--- src/rtl/alu_multicycle.sv ---
// Registered EX-stage ALU: single-cycle logic/add/sub/slt plus iterative
// shift-add multiply and restoring divide behind a valid/ready handshake.
module alu_multicycle #(
    parameter int WIDTH = 32
) (
    input  logic             clk_i,
    input  logic             rst_i,
    input  logic             valid_i,
    output logic             ready_o,
    input  logic [WIDTH-1:0] data1_i,
    input  logic [WIDTH-1:0] data2_i,
    input  logic [2:0]       ALUCtrl_i,
    output logic [WIDTH-1:0] data_o,
    output logic             valid_o,
    output logic             Zero_o,
    output logic             Ovf_o,
    output logic             Div0_o
);

    localparam int CNT_W = $clog2(WIDTH) + 1;

    localparam logic [2:0] OP_AND  = 3'b000;
    localparam logic [2:0] OP_OR   = 3'b001;
    localparam logic [2:0] OP_ADD  = 3'b010;
    localparam logic [2:0] OP_MUL  = 3'b011;
    localparam logic [2:0] OP_DIVU = 3'b100;
    localparam logic [2:0] OP_REMU = 3'b101;
    localparam logic [2:0] OP_SUB  = 3'b110;
    localparam logic [2:0] OP_SLT  = 3'b111;

    typedef enum logic {IDLE = 1'b0, BUSY = 1'b1} state_t;

    state_t             state_reg, state_next;
    logic [2:0]         op_reg, op_next;
    logic [WIDTH-1:0]   opa_reg, opa_next;    // multiplicand, or dividend shifting into quotient
    logic [WIDTH-1:0]   opb_reg, opb_next;    // multiplier, or divisor
    logic [WIDTH-1:0]   acc_reg, acc_next;    // product, or partial remainder
    logic [CNT_W-1:0]   cnt_reg, cnt_next;
    logic               pend_div0_reg, pend_div0_next;

    logic [WIDTH-1:0]   data_reg, data_next;
    logic               valid_reg, valid_next;
    logic               zero_reg, zero_next;
    logic               ovf_reg, ovf_next;
    logic               div0_reg, div0_next;

    logic [WIDTH-1:0]   add_res, sub_res, single_res, single_ovf_res;
    logic               add_ovf, sub_ovf, single_ovf;
    logic [WIDTH:0]     rem_shift;
    logic [WIDTH-1:0]   rem_diff;
    logic               rem_ge;
    logic [WIDTH-1:0]   acc_step, opa_step, opb_step, iter_res;

    // Single-cycle datapath straight from the request operands
    always_comb begin
        add_res    = data1_i + data2_i;
        sub_res    = data1_i - data2_i;
        add_ovf    = (data1_i[WIDTH-1] == data2_i[WIDTH-1]) && (add_res[WIDTH-1] != data1_i[WIDTH-1]);
        sub_ovf    = (data1_i[WIDTH-1] != data2_i[WIDTH-1]) && (sub_res[WIDTH-1] != data1_i[WIDTH-1]);
        single_res = '0;
        single_ovf = 1'b0;
        single_ovf_res = '0;
        case (ALUCtrl_i)
            OP_AND: single_res = data1_i & data2_i;
            OP_OR:  single_res = data1_i | data2_i;
            OP_ADD: begin
                single_res = add_res;
                single_ovf = add_ovf;
            end
            OP_SUB: begin
                single_res = sub_res;
                single_ovf = sub_ovf;
            end
            OP_SLT: single_res = {{(WIDTH-1){1'b0}}, sub_res[WIDTH-1] ^ sub_ovf};
            default: single_res = '0;
        endcase
    end

    // One multiply or divide iteration on the latched operands
    always_comb begin
        rem_shift = {acc_reg, opa_reg[WIDTH-1]};
        rem_ge    = rem_shift >= {1'b0, opb_reg};
        rem_diff  = rem_shift[WIDTH-1:0] - opb_reg;
        if (op_reg == OP_MUL) begin
            acc_step = opb_reg[0] ? (acc_reg + opa_reg) : acc_reg;
            opa_step = opa_reg << 1;
            opb_step = opb_reg >> 1;
        end else begin
            acc_step = rem_ge ? rem_diff : rem_shift[WIDTH-1:0];
            opa_step = {opa_reg[WIDTH-2:0], rem_ge};
            opb_step = opb_reg;
        end
        iter_res = (op_reg == OP_DIVU) ? opa_step : acc_step;
    end

    always_comb begin
        state_next     = state_reg;
        op_next        = op_reg;
        opa_next       = opa_reg;
        opb_next       = opb_reg;
        acc_next       = acc_reg;
        cnt_next       = cnt_reg;
        pend_div0_next = pend_div0_reg;
        data_next      = data_reg;
        valid_next     = 1'b0;
        zero_next      = zero_reg;
        ovf_next       = ovf_reg;
        div0_next      = div0_reg;
        case (state_reg)
            IDLE: begin
                if (valid_i) begin
                    if (ALUCtrl_i == OP_MUL || ALUCtrl_i == OP_DIVU || ALUCtrl_i == OP_REMU) begin
                        state_next     = BUSY;
                        op_next        = ALUCtrl_i;
                        opa_next       = data1_i;
                        opb_next       = data2_i;
                        acc_next       = '0;
                        cnt_next       = '0;
                        pend_div0_next = (ALUCtrl_i != OP_MUL) && (data2_i == '0);
                    end else begin
                        data_next  = single_res;
                        valid_next = 1'b1;
                        zero_next  = (single_res == '0);
                        ovf_next   = single_ovf;
                        div0_next  = 1'b0;
                    end
                end
            end
            BUSY: begin
                opa_next = opa_step;
                opb_next = opb_step;
                acc_next = acc_step;
                cnt_next = cnt_reg + CNT_W'(1);
                if (cnt_reg == CNT_W'(WIDTH - 1)) begin
                    state_next = IDLE;
                    data_next  = iter_res;
                    valid_next = 1'b1;
                    zero_next  = (iter_res == '0);
                    ovf_next   = 1'b0;
                    div0_next  = pend_div0_reg;
                end
            end
            default: state_next = IDLE;
        endcase
    end

    always_ff @(posedge clk_i or negedge rst_i) begin
        if (!rst_i) begin
            state_reg     <= IDLE;
            op_reg        <= OP_AND;
            opa_reg       <= '0;
            opb_reg       <= '0;
            acc_reg       <= '0;
            cnt_reg       <= '0;
            pend_div0_reg <= 1'b0;
            data_reg      <= '0;
            valid_reg     <= 1'b0;
            zero_reg      <= 1'b1;
            ovf_reg       <= 1'b0;
            div0_reg      <= 1'b0;
        end else begin
            state_reg     <= state_next;
            op_reg        <= op_next;
            opa_reg       <= opa_next;
            opb_reg       <= opb_next;
            acc_reg       <= acc_next;
            cnt_reg       <= cnt_next;
            pend_div0_reg <= pend_div0_next;
            data_reg      <= data_next;
            valid_reg     <= valid_next;
            zero_reg      <= zero_next;
            ovf_reg       <= ovf_next;
            div0_reg      <= div0_next;
        end
    end

    assign ready_o = (state_reg == IDLE);
    assign data_o  = data_reg;
    assign valid_o = valid_reg;
    assign Zero_o  = zero_reg;
    assign Ovf_o   = ovf_reg;
    assign Div0_o  = div0_reg;

endmodule

--- config.mk ---
export PLATFORM = sky130hd
export DESIGN_NAME = alu_multicycle
export DESIGN_NICKNAME = d
export VERILOG_FILES = /design/src/rtl/alu_multicycle.sv
export SDC_FILE = /design/constraint.sdc
export NUM_CORES = 1
export LEC_CHECK = 0
export ABC_AREA = 1
export CAP_MARGIN = 20
export CORE_MARGIN = 5
export CORE_UTILIZATION = 30
export CTS_BUF_LIST = sky130_fd_sc_hd__clkbuf_8
export CTS_CLUSTER_SIZE = 16
export DETAILED_ROUTE_END_ITERATION = 10
export PLACE_DENSITY = 0.5
export SYNTH_ARGS = -nofsm -noshare
export SYNTH_HDL_FRONTEND = slang
export SYNTH_SLANG_ARGS = --single-unit
--- constraint.sdc ---
create_clock -name clk_i -period 2.4 [get_ports clk_i]
set_input_delay 0.36 -clock clk_i [delete_from_list [all_inputs] [get_ports clk_i]]
set_output_delay 0.36 -clock clk_i [all_outputs]
set_load 0.02 [all_outputs]
==> run_summary.xml <==
<?xml version="1.0" encoding="UTF-8"?>
<metrics>
  <group name="run_status">
    <metric name="status" unit="">complete, but fails checks</metric>
    <metric name="failed_checks" unit="">negative setup slack</metric>
  </group>
  <group name="global_route">
    <metric name="grt_max_degree" unit="">97</metric>
    <metric name="antenna_found_initial" unit="">0</metric>
    <metric name="first_pass_grt_wire_length" unit="um">146000</metric>
    <metric name="globalRoute.totalOverflow" unit="">0</metric>
    <metric name="first_global_vias" unit="">24800</metric>
    <metric name="groute.usage.overall" unit="">0.296</metric>
  </group>
  <group name="setup_path">
    <metric name="cpPeakStageDelay" unit="ns">0.45</metric>
    <metric name="critPathKind" unit="">reg -&gt; reg</metric>
    <metric name="cp_cell_sequence" unit="">inv_4, ha_4, inv_2, fa_2, nand3_2, nand3_4, nand2_2, nand3_2, nand2_1, nand2_2, xnor2_1, nand2_4, nand3_4, nand3_4, nand2_4, nand2_1, nor2_1, nand2_1, nor2_4, nand3_2, nand2_1, nand2_1, nand2_1</metric>
    <metric name="worst-path-max-fanout" unit="">4</metric>
    <metric name="timing.critical_path.slowest_stage_cell" unit="">dfrtp_1</metric>
    <metric name="worst_setup_path_start_kind" unit="">flop</metric>
    <metric name="critPathBufInv" unit="">2</metric>
    <metric name="critical_path.endpoint_type" unit="">flop</metric>
    <metric name="timing.critical_path.arrival" unit="ns">3.54</metric>
    <metric name="crit_path_frequent_cell" unit="">nand2_1</metric>
    <metric name="ff2ff_setup_slack" unit="ns">-0.68</metric>
    <metric name="worst-endpoint-required" unit="ns">2.86</metric>
    <metric name="cpLargestDelayFamily" unit="">simple AND/OR/NAND/NOR gates</metric>
  </group>
  <group name="synth">
    <metric name="synth.avg_cell_area" unit="um^2">5.98</metric>
    <metric name="muxShareOfSynthArea" unit="">0</metric>
    <metric name="synth_largest_type_area_fraction" unit="">0.199</metric>
    <metric name="ys.flop_type" unit="">dfrtp_1</metric>
    <metric name="synth_top_area_cell" unit="">dfrtp_1</metric>
    <metric name="synth_seq_cells" unit="">143</metric>
    <metric name="seq_area_frac_synth" unit="">0.201</metric>
    <metric name="synthDistinctLibCells" unit="">52</metric>
    <metric name="ys_top_cells_by_area" unit="">dfrtp_1, nand2_1, ha_1, inv_1, nand3_1</metric>
    <metric name="asyncSetResetFlopFracSynth" unit="">1.00</metric>
    <metric name="synth_top_family_by_area" unit="">simple AND/OR/NAND/NOR gates</metric>
    <metric name="post_synth_inst_count" unit="">2985</metric>
    <metric name="post_synth_xor_area_fraction" unit="">0.0108</metric>
    <metric name="synth.cell_area" unit="um^2">17900</metric>
    <metric name="synth-edff-count" unit="">0</metric>
    <metric name="post_synth_fa_ha_maj_area_fraction" unit="">0.121</metric>
    <metric name="area_fraction_in_compound_gates_after_synthesis" unit="">0.182</metric>
    <metric name="synthesis.nets" unit="">3225</metric>
    <metric name="synth-simple-area-share" unit="">0.361</metric>
    <metric name="synth-warning-count" unit="">0</metric>
  </group>
  <group name="timing">
    <metric name="layout_worst_path_cycle_share" unit="">1.29</metric>
    <metric name="fmaxAchievable" unit="MHz">324</metric>
    <metric name="maxSlewHeadroom" unit="">0.615</metric>
    <metric name="final_skew" unit="ns">0.0203</metric>
    <metric name="worst_slew_pin_slew" unit="ns">0.576</metric>
    <metric name="finalSetupViolations" unit="">54</metric>
    <metric name="unrepaired_setup_endpoints_after_global_routing" unit="">yes</metric>
    <metric name="timing_hold_violations_final" unit="">0</metric>
    <metric name="setup_ws" unit="ns">-0.684</metric>
    <metric name="timing.final.crit_period" unit="ns">3.08</metric>
    <metric name="slew_viol_final" unit="">0</metric>
  </group>
  <group name="place">
    <metric name="portbufs" unit="">106</metric>
    <metric name="postPlaceCellArea" unit="um^2">26800</metric>
    <metric name="finalWeightedCongestion" unit="">0.960</metric>
    <metric name="dp_hpwl" unit="um">80400</metric>
    <metric name="place_worst_setup_slack" unit="ns">-1.89</metric>
  </group>
  <group name="power_and_ir_drop">
    <metric name="power_leakage" unit="nW">16.3</metric>
    <metric name="share_comb_of_total_power" unit="">0.870</metric>
    <metric name="p_int" unit="mW">24.8</metric>
    <metric name="worst_ir_drop_vdd" unit="V">0.00107</metric>
    <metric name="power-per-cell-area" unit="nW/um^2">1520</metric>
    <metric name="clock_power_share" unit="">0.038</metric>
    <metric name="sequentialPowerShare" unit="">0.092</metric>
    <metric name="switching_share" unit="">0.496</metric>
    <metric name="power.switching" unit="mW">24.4</metric>
  </group>
  <group name="final_layout">
    <metric name="final_cell_mix" unit="">buf_4, nand2_1, inv_1, nor2_1, nand3_1</metric>
    <metric name="areaGrowthSynthToFinish" unit="%">81.3</metric>
    <metric name="postLayoutCellArea" unit="um^2">32400</metric>
    <metric name="antennaDiodeCount" unit="">0</metric>
    <metric name="finalNetCount" unit="">4342</metric>
    <metric name="post-route-util" unit="">0.548</metric>
    <metric name="layout-drive-gt1-share" unit="">0.455</metric>
    <metric name="layout.cells.most_common" unit="">buf_4</metric>
    <metric name="fillCellCount" unit="">5758</metric>
  </group>
  <group name="job">
    <metric name="maxCapViolations" unit="">0</metric>
  </group>
  <group name="die">
    <metric name="placement_rows" unit="">89</metric>
    <metric name="die_w" unit="um">254</metric>
    <metric name="core" unit="um^2">59000</metric>
    <metric name="initial_utilization" unit="">0.302</metric>
    <metric name="io-pin-count" unit="">107</metric>
    <metric name="chipHeight" unit="um">254</metric>
    <metric name="dieArea" unit="um^2">64500</metric>
  </group>
  <group name="min_path">
    <metric name="worstHoldPathType" unit="">in -&gt; reg</metric>
  </group>
  <group name="routing">
    <metric name="routed_via_density" unit="">5.02</metric>
    <metric name="dr_total_vias" unit="">24600</metric>
    <metric name="route.detailed.wl_per_inst" unit="um">20.3</metric>
    <metric name="route.antenna.remaining_nets" unit="">0</metric>
    <metric name="aggregate_routed_wire_length" unit="um">99400</metric>
    <metric name="drc_errors" unit="">0</metric>
    <metric name="detail_route.iter0.violations" unit="">1654</metric>
    <metric name="first_pass_iters" unit="">6</metric>
  </group>
  <group name="clock_network">
    <metric name="cts_tree" unit="">built</metric>
    <metric name="tritoncts_num_sinks" unit="">143</metric>
    <metric name="clock_latency" unit="ns">0.51</metric>
    <metric name="cts.root.buffer_cell" unit="">clkbuf_8</metric>
    <metric name="cts-buffers-inserted" unit="">17</metric>
    <metric name="clockBufferDepth" unit="">2</metric>
    <metric name="clk_pin_slew_worst_paths" unit="ns">0.10</metric>
    <metric name="maximum_level_of_the_cts_h_tree" unit="">4</metric>
  </group>
</metrics>
==> cells by family (layout without fill, tap and decap cells) <==
logic type | after synthesis | in the layout
DFF | 143 | 143
xor gates and xnor gates | 22 | 22
buffers and inverters | 572 | 1702
and+or+nand+nor | 1518 | 1518
adders and majority gates | 170 | 170
AOI/OAI and AO/OA | 560 | 560
==> metal layers <==
layer  part of all wire  track usage
met1               0.42        0.377
met4              0.046        0.115
met5                  0            0
met2               0.49        0.522
met3              0.039       0.0215
==> final timing paths <==
path	from	endpoint	cells past startpoint
min reg2reg	Div0_o	Div0_o	2
min	data1_i[1]	opa_reg[1]	4
max in group asynchronous	rst_i	acc_reg[16]	3
min in group asynchronous	rst_i	opa_reg[31]	2
max reg2reg	opa_reg[31]	Zero_o	23
max	opa_reg[31]	Zero_o	23
==> layout make-up <==
type	instances	area [um^2]	share of cell area
Clock buffer	17	234	0.00723
Clock inverter	15	121	0.00375
Inverter	481	1850	0.0571
Multi-Input combinational cell	2270	15800	0.487
Sequential cell	143	3590	0.111
Tap cell	773	967	0.0299
Timing Repair Buffer	1189	9840	0.304
==> power by group through the flow <==
| stage | logic (mW) | clock network (mW) | registers, mW |
|---|---|---|---|
| 5_1_grt | 46.0 | 2.00 | 4.60 |
| 4_1_cts | 35.6 | 1.93 | 4.41 |
| 3_5_place_dp | 30.3 | 0 | 4.30 |
| 2_1_floorplan | 14.4 | 0 | 4.26 |
| 6_report | 42.8 | 1.88 | 4.51 |
| 3_3_place_gp | 30.1 | 0 | 4.28 |
==> tightest hold or removal path: stages <==
cell and delay, ns:
buf_8 0.08, buf_4 0.12, nand2_1 0.08, o221ai_1 0.08
==> Yosys cell counts, types with 26 or more instances <==
cell	count
nand2_1	865
inv_1	468
nand3_1	272
nor2_1	240
o21ai_0	211
a21oi_1	174
ha_1	165
dfrtp_1	142
clkbuf_1	62
o211ai_1	47
nand4_1	41
nand3b_1	31
a22oi_1	29
nor3_1	26
==> stage by stage <==
stage,hold slack [ns],TNS [ns],power [mW],instances
detailed placement,0.311,-46.88,34.6,4702
finish,0.256,-10.69,49.2,4888
global placement,0.306,-44.00,34.4,4702
CTS,0.202,-10.15,42.0,4848
floorplan,0.0644,-1.40,18.6,2985
global route,0.263,-18.24,52.6,4888
==> timing repair <==
| item | CTS | global route |
|---|---|---|
| hold buffers | 1 | 0 |
| gates cloned | 2 | 4 |
| gates resized for setup | 695 | 494 |
| pin swaps | 128 | 178 |
| endpoints found under the setup margin | 68 | 67 |
| endpoints found under the hold margin | 38 | 0 |
| buffers inserted | 116 | 56 |
(Power assumes the default switching activity.)
==> RTL edit, RTL diff (same flow settings) <==
`opb_reg` no longer has a reset.
--- a/src/rtl/alu_multicycle.sv
+++ b/src/rtl/alu_multicycle.sv
@@ -149,7 +149,6 @@
             state_reg     <= IDLE;
             op_reg        <= OP_AND;
             opa_reg       <= '0;
-            opb_reg       <= '0;
             acc_reg       <= '0;
             cnt_reg       <= '0;
             pend_div0_reg <= 1'b0;
@@ -162,7 +161,6 @@
             state_reg     <= state_next;
             op_reg        <= op_next;
             opa_reg       <= opa_next;
-            opb_reg       <= opb_next;
             acc_reg       <= acc_next;
             cnt_reg       <= cnt_next;
             pend_div0_reg <= pend_div0_next;
@@ -174,6 +172,10 @@
         end
     end
 
+    always_ff @(posedge clk_i) begin
+        opb_reg <= opb_next;
+    end
+
     assign ready_o = (state_reg == IDLE);
     assign data_o  = data_reg;
     assign valid_o = valid_reg;
Function: same outputs for any inputs over 10 cycles, from zero or initial values and one cycle with rst_i low; that may be too few to reach the edited logic, so the function may still have changed.
==> RTL edit against the unedited design <==
The run still ends with negative setup slack left; cell area fell by 3.4%; sequential cell count stayed put; synthesized cell count rose by 1.1%; routed wire length is 6.9% lower; worst setup slack got worse by 0.040 ns; synthesized area grew 1.3%; power decreased by 30%; utilization shrank 2.8 points.
==> RTL edit: results (changes against the unedited design) <==
* Run status: complete, but fails checks
* Largest net degree at the start of global routing at 59 (-39%)
* Setup violators final at 61 (+13%)
* Synth cell count leaders: nand2_1, inv_1, nand3_1
* Gpl congestion at 0.9997 (+4.1%)
* Setup WS pre-CTS at -1.610 ns (+0.2786 ns)
* Hpwl dp at 76.34 mm (-5.1%)
* DR top layer: met5
* First-pass GRT wire length at 136.3 mm (-6.6%)
* Failing checks: negative setup slack
* Met3 Resource Use GR at 1.697% (-0.45 points)
* Hold WS at 0.2269 ns (-0.02903 ns)
* Post-synth EDFFs at 32 (+32)
* Initial antenna violation count at 4 (+4)
* R2r startpoint: opb_reg[23]$_DFFE_PP_
* Layout cell share with drive strength beyond 1 at 42.36% (-3.1 points)
* Final setup margin at -0.7240 ns (-0.03967 ns)
* Iteration-0 DRC Markers at 1477 (-11%)
* Fill count at 5978 (+3.8%)
* DR WL met3 at 3.773 mm (-3.3%)
* Nets at 4311 (-0.71%)
* Met1 Usage GRT at 33.62% (-4.1 points)
* Hold WC Path Type: input pin to async pin
* Compound-Gate Fraction of Synth Area at 15.40% (-2.8 points)
* FFs w/ async S/R, synth at 77.62% (-22 points)
* Clock share of power at 5.7% (+1.9 points)
* Leakage power at 15.97 nW (-1.9%)
## RTL edit: how the worst max path moves through the flow
stage | start | endpoint | slack [ns] | cells past startpoint
detailed placement | data2_i[3] | Zero_o$_DFFE_PN1P_ | -1.61 | 23
finish | opb_reg[23]$_DFFE_PP_ | Zero_o$_DFFE_PN1P_ | -0.72 | 22
CTS | opb_reg[28]$_DFFE_PP_ | Zero_o$_DFFE_PN1P_ | -0.71 | 22
global route | opb_reg[25]$_DFFE_PP_ | acc_reg[9]$_DFFE_PN0P_ | -0.87 | 23
global placement | data2_i[3] | Zero_o$_DFFE_PN1P_ | -1.56 | 23
floorplan | data2_i[3] | Zero_o$_DFFE_PN1P_ | -0.48 | 22
## RTL edit: cell type report
class                           count  share of cell area [%]
Clock buffer                       17                  0.7487
Sequential cell                   143                   11.99
Inverter                          493                   6.189
Timing Repair Buffer             1122                   29.22
Multi-Input combinational cell   2294                   48.25
Clock inverter                     15                  0.4644
Tap cell                          782                   3.131
Antenna cell                        2                 0.01601
